`src/rtl/cia_timer_pkg.sv`:
```
// Shared constants for the CIA-style interval timer: register map, control
// register bit positions and the latch/counter reset value.
package cia_timer_pkg;

    localparam logic [1:0] ADDR_TLO = 2'd0;
    localparam logic [1:0] ADDR_THI = 2'd1;
    localparam logic [1:0] ADDR_CR  = 2'd2;
    localparam logic [1:0] ADDR_ICR = 2'd3;

    localparam int CR_START   = 0;
    localparam int CR_ONESHOT = 3;
    localparam int CR_LOAD    = 4;
    localparam int CR_INMODE  = 5;

    // LOAD is a strobe and is never stored, so it always reads back as 0.
    localparam logic [7:0] CR_STORE_MASK = 8'hEF;

    localparam logic [15:0] LATCH_INIT_DEFAULT = 16'hFFFF;

endpackage

```
`src/rtl/cia_timer_counter.sv`:
```
// 16-bit loadable down-counter with zero detect; load has priority over
// decrement.
module cia_timer_counter #(
    parameter logic [15:0] INIT = 16'hFFFF
) (
    input  logic        clk,
    input  logic        _reset,
    input  logic        load,
    input  logic [15:0] load_val,
    input  logic        dec,
    output logic [15:0] count,
    output logic        zero
);

    always_ff @(posedge clk or negedge _reset) begin
        if (!_reset) begin
            count <= INIT;
        end else if (load) begin
            count <= load_val;
        end else if (dec) begin
            count <= count - 16'd1;
        end
    end

    assign zero = (count == 16'd0);

endmodule

```
`src/rtl/cia_timer.sv`:
```
// CIA-8520-style timer A: latch/counter/control registers, underflow pulse
// and maskable interrupt, counting E-clock or external pulses.
module cia_timer
    import cia_timer_pkg::*;
#(
    parameter logic [15:0] LATCH_INIT = LATCH_INIT_DEFAULT
) (
    input  logic       clk,
    input  logic       _reset,
    input  logic       eclk_en,
    input  logic       cnt_en,
    input  logic       wr,
    input  logic       rd,
    input  logic [1:0] addr,
    input  logic [7:0] data_in,
    output logic [7:0] data_out,
    output logic       underflow,
    output logic       irq
);

    logic [15:0] latch, count, load_val;
    logic [7:0]  cr, rd_mux;
    logic        flag, mask, zero;
    logic        wr_tlo, wr_thi, wr_cr, wr_icr, rd_icr;
    logic        tick, cr_stop, thi_load, force_load, wr_load;
    logic        uf_event, load, dec;

    always_comb begin
        wr_tlo     = wr && (addr == ADDR_TLO);
        wr_thi     = wr && (addr == ADDR_THI);
        wr_cr      = wr && (addr == ADDR_CR);
        wr_icr     = wr && (addr == ADDR_ICR);
        rd_icr     = rd && (addr == ADDR_ICR);
        tick       = cr[CR_START] && (cr[CR_INMODE] ? cnt_en : eclk_en);
        thi_load   = wr_thi && (!cr[CR_START] || cr[CR_ONESHOT]);
        force_load = wr_cr && data_in[CR_LOAD];
        wr_load    = thi_load || force_load;
        cr_stop    = wr_cr && !data_in[CR_START];
        // Register-driven loads and a stopping CR write both swallow a tick.
        uf_event   = tick && !cr_stop && !wr_load && zero;
        dec        = tick && !cr_stop && !wr_load && !zero;
        load       = wr_load || uf_event;
        load_val   = thi_load ? {data_in, latch[7:0]} : latch;
        rd_mux     = 8'h00;
        case (addr)
            ADDR_TLO: rd_mux = count[7:0];
            ADDR_THI: rd_mux = count[15:8];
            ADDR_CR:  rd_mux = cr;
            default:  rd_mux = {flag & mask, 6'b0, flag};
        endcase
    end

    cia_timer_counter #(
        .INIT (LATCH_INIT)
    ) u_counter (
        .clk      (clk),
        ._reset   (_reset),
        .load     (load),
        .load_val (load_val),
        .dec      (dec),
        .count    (count),
        .zero     (zero)
    );

    always_ff @(posedge clk or negedge _reset) begin
        if (!_reset) begin
            latch     <= LATCH_INIT;
            cr        <= 8'h00;
            flag      <= 1'b0;
            mask      <= 1'b0;
            irq       <= 1'b0;
            underflow <= 1'b0;
            data_out  <= 8'h00;
        end else begin
            if (wr_tlo) latch[7:0]  <= data_in;
            if (wr_thi) latch[15:8] <= data_in;
            if (wr_cr) begin
                cr <= data_in & CR_STORE_MASK;
            end else if (wr_thi && cr[CR_ONESHOT]) begin
                cr[CR_START] <= 1'b1;
            end else if (uf_event && cr[CR_ONESHOT]) begin
                cr[CR_START] <= 1'b0;
            end
            if (wr_icr) begin
                mask <= data_in[7] ? (mask | data_in[0]) : (mask & ~data_in[0]);
            end
            // Underflow set wins over the clear-on-read of ICR.
            if (uf_event) begin
                flag <= 1'b1;
            end else if (rd_icr) begin
                flag <= 1'b0;
            end
            irq       <= flag & mask;
            underflow <= uf_event;
            if (rd) data_out <= rd_mux;
        end
    end

endmodule

```
`config.mk`:
```
export PLATFORM = sky130hd
export DESIGN_NAME = cia_timer
export DESIGN_NICKNAME = d
export VERILOG_FILES = /design/src/rtl/cia_timer_pkg.sv /design/src/rtl/cia_timer_counter.sv /design/src/rtl/cia_timer.sv
export SDC_FILE = /design/constraint.sdc
export NUM_CORES = 1
export LEC_CHECK = 0
export ABC_AREA = 1
export CORE_MARGIN = 4
export CORE_UTILIZATION = 58
export DETAILED_ROUTE_END_ITERATION = 8
export PLACE_DENSITY = 0.8
export RECOVER_POWER = 50
export SYNTH_ARGS = -nofsm -noshare
export SYNTH_HDL_FRONTEND = slang
export SYNTH_SLANG_ARGS = --single-unit
```
`constraint.sdc`:
```
create_clock -name clk -period 2.4 [get_ports clk]
set_clock_uncertainty 0.15 [all_clocks]
set_input_delay 0.72 -clock clk [delete_from_list [all_inputs] [get_ports clk]]
set_output_delay 0.72 -clock clk [all_outputs]
set_load 0.05 [all_outputs]
```
==> results of run 1 <==
placed cells by master, fill, tap and decap left out, types with 2 or more instances in the layout:
| cell type | n |
|---|---|
| a21oi_1 | 14 |
| buf_12 | 4 |
| buf_4 | 20 |
| clkbuf_1 | 4 |
| clkbuf_8 | 5 |
| clkdlybuf4s50_1 | 23 |
| dfrtp_1 | 19 |
| dfstp_2 | 32 |
| inv_1 | 53 |
| inv_2 | 4 |
| nand2_1 | 146 |
| nand2_4 | 3 |
| nand3_1 | 27 |
| nand3_2 | 2 |
| nand3_4 | 2 |
| nand3b_1 | 4 |
| nand4_1 | 2 |
| nor2_1 | 33 |
| nor2_4 | 3 |
| nor3_1 | 2 |
| o21ai_0 | 41 |
| o221ai_1 | 2 |
| xnor2_1 | 2 |
| xor2_1 | 4 |
power breakdown:
part,total [W],internal [W],switching (W)
combinational,0.00142,0.000537,0.000880
clock,0.000477,0.000205,0.000272
sequential,0.00145,0.00121,0.000240
flip-flops by register name (all words and copies together), names as in the netlist, named ones only:
signal           cells
latch               16
cr                   7
irq                  1
flag                 1
u_counter.count     16
underflow            1
data_out             8
area by class of cell:
type / count / area share (%)
flip-flops and latches: 51 / 37.1
inverters: 57 / 6.03
clock inverters: 1 / 0.141
repair buffers: 51 / 13.6
clock buffers: 7 / 2.15
multi-input cells: 291 / 38.6
well taps: 67 / 2.36
routing by layer:
layer,part of all wire (%),up-vias,global-route usage (%)
li1,-,1372,-
met1,46,1273,36.9
met2,47,77,42.4
met3,5.2,12,4.29
met4,1.5,0,7.39
met5,0,-,0
per-stage QoR:
step                instances  total power [W]  setup WS [ns]
finish                    525          0.00334         0.0565
global route              525          0.00362        0.00404
CTS                       525          0.00334         0.0427
detailed placement        517          0.00286        -0.0855
global placement          517          0.00284        -0.0670
floorplan                 409          0.00241          0.579
kinds of logic after synthesis:
| group | Yosys count |
|---|---|
| DFF | 51 |
| xor gates and xnor gates | 6 |
| and+or+nand+nor | 225 |
| buffers and inverters | 67 |
| adders and majority gates | 1 |
| AOI/OAI and AO/OA | 59 |
final timing paths:
| check | to | slack (ns) | depth (start not counted) |
|---|---|---|---|
| max | data_out[0] | 0.06 | 1 |
| min | latch[14]$_DFFE_PN1N_ | 0.34 | 2 |
| max reg2reg | u_counter.count[5]$_DFFE_PN1P_ | 0.40 | 11 |
| min reg2reg | latch[14]$_DFFE_PN1N_ | 0.34 | 2 |
| max in group asynchronous | cr[2]$_DFFE_PN0N_ | 0.33 | 2 |
| min in group asynchronous | data_out[5]$_DFFE_PN0P_ | 0.40 | 1 |
==> run metrics, run 1 <==
run status complete, no violations; CP bufs+invs 1; CP Data Arrival Time 1.47 ns; CTS Hold Bufs 0; dominant cell type by area after synthesis dfstp_2; Iter 0 DRT Violations between 200 and 300; proportion of synthesized area in mux cells 0%; CTS resizes 0; crit-path leading delay family buffers and inverters; Slew headroom between 30% and 40%; Cell Chain, Critical Path clkdlybuf4s50_1; final count of pins violating max slew 0; pin count of the biggest net entering global routing 36; number of synthesized flops with an enable pin 0; Synthesized Nets between 400 and 500; Die X 79.5 um; Fillers 400; slowest cell on the critical path clkdlybuf4s50_1; CTS tree built; Syn Std Cell Area ~0.0030 mm2; Max VDD drop slightly above 0.6 mV; Gate Count Post-Synth just over 400; final instance area 0.00355 mm2; highest clock rate approximately 430 MHz; Post-Route WL 7370 um; share of cells above drive strength 1 between 15 and 20%; Req. time, crit path roughly 1.5 ns; Area Overhead vs Synth 19.7%; Finish-stage setup viols 0; vias per cell 5.21; hold_ws ~0.34 ns; I/O Buffers 25; Initial Util about three fifths; Clk pin slew, worst setup/hold paths 0.09 ns; Max stage delay on crit path between 0.8 and 0.9 ns; Placed Area between 0.003 and 0.004 mm2; Mean Syn Cell Area ~7.3 um2; post-synthesis compound-gate area fraction a little over a tenth; Worst Tran Pin Value around 0.96 ns; min-delay src latch[14]$_DFFE_PN1N_; DRT Pass-1 Iters 5; H-tree levels 2; RSZ-0062 raised after global routing no; Post-layout nets between 400 and 500; unique cell type count in the Yosys netlist 27; Yosys warnings 0; CTS root buffer clkbuf_8; routed vias 2734; # DRC 0; Sequential Area about 0.0013 mm2; Max Cap Viol 0; crit path kind flip-flop to output pin; vias in the first global route roughly 2700; area of the multi-input gates around 0.0014 mm2; GRT Overall Usage between 20% and 30%; Max clock buf depth 2; I/O pin count 26; Leakage ~1.8 nW; CP endpoint kind output pin; Die ar. between 0.006 and 0.007 mm2; Synth Area in Adders less than 1%; FF-to-FF Start u_counter.count[0]$_DFFE_PN1P_; antenna-violating nets left 0; min-delay worst type flip-flop to flip-flop; Placer Congestion 0.940; Post-Synth Simple-Gate Area about a third; Worst Setup Start Kind flip-flop; Crit Path Max Fanout 2; fin crit share a little over nine tenths; cell row count 25; FF+latch count, synth 51; fin crit period between 2 and 2.5 ns; fraction of registers with async set/reset 100%; wire length per cell roughly 14 um; clk sink count between 50 and 60; core area roughly 0.0048 mm2; cts bufs inserted 5; global-route wire length before repair 12900 um; worst-skew pair later-pin latency 0.30 ns; PD cells between 900 and 1000 mW/mm2; main combinational cell family by area after synthesis simple AND/OR/NAND/NOR gates; Final HPWL DP about 5700 um; final hold vios 0; Crit. Startpoint data_out[0]$_DFFE_PN0P_; Overflow after GRT 0; synth top area cells dfstp_2 28%, nand2_1 18%, dfrtp_1 16%, o21ai_0 6.9%, inv_1 6.7%; synth cell count leaders 146 x nand2_1, 53 x inv_1, 41 x o21ai_0; most common cell in the netlist nand2_1; post-CTS setup buffers 0; Seq/Total Area, Yosys 44.4%; Final TNS setup 0 ns; DIE HEIGHT ~80 um; main flop type after synthesis dfstp_2; XOR/XNOR Fraction of Synth Area between 1.5 and 2%; final core utilization 73.2%; top-area cell type share of the netlist area between 20 and 30%; antenna violations before repair 0; antenna cells 0
Note: power is estimated with default switching activity, not from simulation.
==> inputs of run 2 (changes only) <==
CTS_CLUSTER_SIZE = 24   (was default)
PLACE_DENSITY = 0.78   (was 0.8)
==> run metrics, run 2 (synthesis gave the netlist of run 1 again) <==
pin count of the biggest net entering global routing 52 (was 36); Worst Tran Pin Value 1.22 ns (was 0.961 ns); core area 0.00485 mm2 (unchanged); Iter 0 DRT Violations 281 (was 260); fin crit period 2.35 ns (was 2.34 ns); Final WS setup 0.0484 ns (was 0.0565 ns); CP bufs+invs 1 (unchanged); DIE HEIGHT 79.5 um (unchanged); most common cell after layout, fill and taps aside nand2_1 (unchanged); Fillers 412 (was 400); routed vias 2716 (was 2734); Sequential Area 0.00132 mm2 (unchanged); Overflow after GRT 0 (unchanged); crit path kind flip-flop to output pin (unchanged); # DRC 0 (unchanged); antenna cells 0 (unchanged); I/O pin count 26 (unchanged); crit-path leading delay family buffers and inverters (unchanged); CTS root buffer clkbuf_8 (unchanged); GRT Overall Usage 25.6% (was 26.4%); slowest cell on the critical path clkdlybuf4s50_1 (unchanged); RSZ-0062 raised after global routing no (unchanged); PD cells 967 mW/mm2 (was 941 mW/mm2); DRT Pass-1 Iters 4 (was 5); final hold vios 0 (unchanged); CP Data Arrival Time 1.48 ns (was 1.47 ns); Cell Chain, Critical Path clkdlybuf4s50_1 (unchanged); Max VDD drop 0.510 mV (was 0.617 mV); Post-layout nets 466 (was 474); CP endpoint kind output pin (unchanged); Crit Path Max Fanout 2 (unchanged); global-route wire length before repair 12600 um (was 12900 um); clk sink count 51 (unchanged); Leakage 1.76 nW (was 1.75 nW); cts bufs inserted 5 (unchanged); Max clock buf depth 2 (unchanged); final core utilization 71.9% (was 73.2%); antenna violations before repair 0 (unchanged); Max Cap Viol 0 (unchanged); cell row count 25 (unchanged); fin crit share 98.0% (was 97.6%); Initial Util 61.2% (unchanged); CTS Hold Bufs 0 (unchanged); Req. time, crit path 1.53 ns (about the same); top flop regs latch x16, u_counter.count x16, data_out x8 (unchanged); Worst Setup Start Kind flip-flop (unchanged); worst-skew pair later-pin latency 0.31 ns (was 0.30 ns); H-tree levels 2 (unchanged); Die ar. 0.00632 mm2 (unchanged); post-placement setup slack -0.0897 ns (was -0.0855 ns); min-delay worst type flip-flop to flip-flop (unchanged); antenna-violating nets left 0 (unchanged); Final HPWL DP 5410 um (was 5720 um); Slew headroom 18.9% (was 35.9%); Max stage delay on crit path 0.81 ns (was 0.82 ns); share of cells above drive strength 1 16.4% (was 17.2%); Clk pin slew, worst setup/hold paths 0.10 ns (was 0.09 ns); Area Overhead vs Synth 17.5% (was 19.7%); run status complete, no violations (unchanged); area of the multi-input gates 0.00137 mm2 (unchanged); Die X 79.5 um (unchanged); CTS tree built (unchanged); Placer Congestion 0.938 (was 0.940); Finish-stage setup viols 0 (unchanged); wire length per cell 14.0 um (about the same); final count of pins violating max slew 0 (unchanged); Post-Route WL 7230 um (was 7370 um); vias per cell 5.25 (was 5.21); highest clock rate 425 MHz (was 427 MHz); I/O Buffers 25 (unchanged); vias in the first global route 2618 (was 2653); most frequent cells in the layout 146 x nand2_1, 53 x inv_1, 41 x o21ai_0, 33 x nor2_1, 32 x dfstp_2 (unchanged)
run 2: layer usage:
metal  global-route usage (%)  share of wire [%]  up-vias
met5                        0                  0        -
met4                     8.59                1.6        0
met3                     5.08                5.7       14
met2                     40.7                 47       88
met1                     34.8                 45     1254
li1                         -                  -     1360
run 2: per-stage QoR:
stage          area, um2  hold slack [ns]  total power (W)  cells  TNS (ns)
6_report            3490            0.331          0.00337    517         0
5_1_grt             3490            0.356          0.00364    517         0
4_1_cts             3500            0.242          0.00337    517         0
2_1_floorplan       2970            0.274          0.00241    409         0
3_5_place_dp        3400            0.315          0.00283    509     -1.12
3_3_place_gp        3400            0.316          0.00280    509    -0.416
run 2: area by class of cell:
cell class | instances | share of cell area (%)
multi-input cells | 291 | 39.3
flip-flops and latches | 51 | 37.7
repair buffers | 43 | 11.7
inverters | 57 | 6.14
well taps | 67 | 2.40
clock buffers | 5 | 1.97
clock inverters | 3 | 0.753
run 2: final timing paths:
kind	from	endpoint	slack, ns	cells past startpoint
setup / recovery	data_out[0]$_DFFE_PN0P_	data_out[0]	0.05	1
hold / removal	u_counter.count[15]$_DFFE_PN1P_	u_counter.count[15]$_DFFE_PN1P_	0.33	2
setup reg to reg	u_counter.count[0]$_DFFE_PN1P_	u_counter.count[12]$_DFFE_PN1P_	0.50	10
hold reg to reg	u_counter.count[15]$_DFFE_PN1P_	u_counter.count[15]$_DFFE_PN1P_	0.33	2
max in group asynchronous	_reset	async pin	0.78	2
min in group asynchronous	_reset	data_out[5]$_DFFE_PN0P_	0.58	2
run 2: worst reg2reg max path: stages, from the launching register on:
cell	delay [ns]
dfstp_2	0.55
inv_1	0.08
ha_1	0.24
nand2_1	0.14
nor2_1	0.09
nand3_4	0.10
buf_4	0.20
nand3_1	0.10
nand2_1	0.07
nand2_1	0.04
nand2_1	0.07
run 2: report_power, final:
group | internal (W) | switching (W)
sequential | 0.00121 | 0.000253
clock | 0.000218 | 0.000314
combinational | 0.000509 | 0.000873
run 2: what timing repair did:
action | CTS | global route
buffers inserted | 0 | 0
resized for setup | 0 | 3
endpoints found under the setup margin | 0 | 3
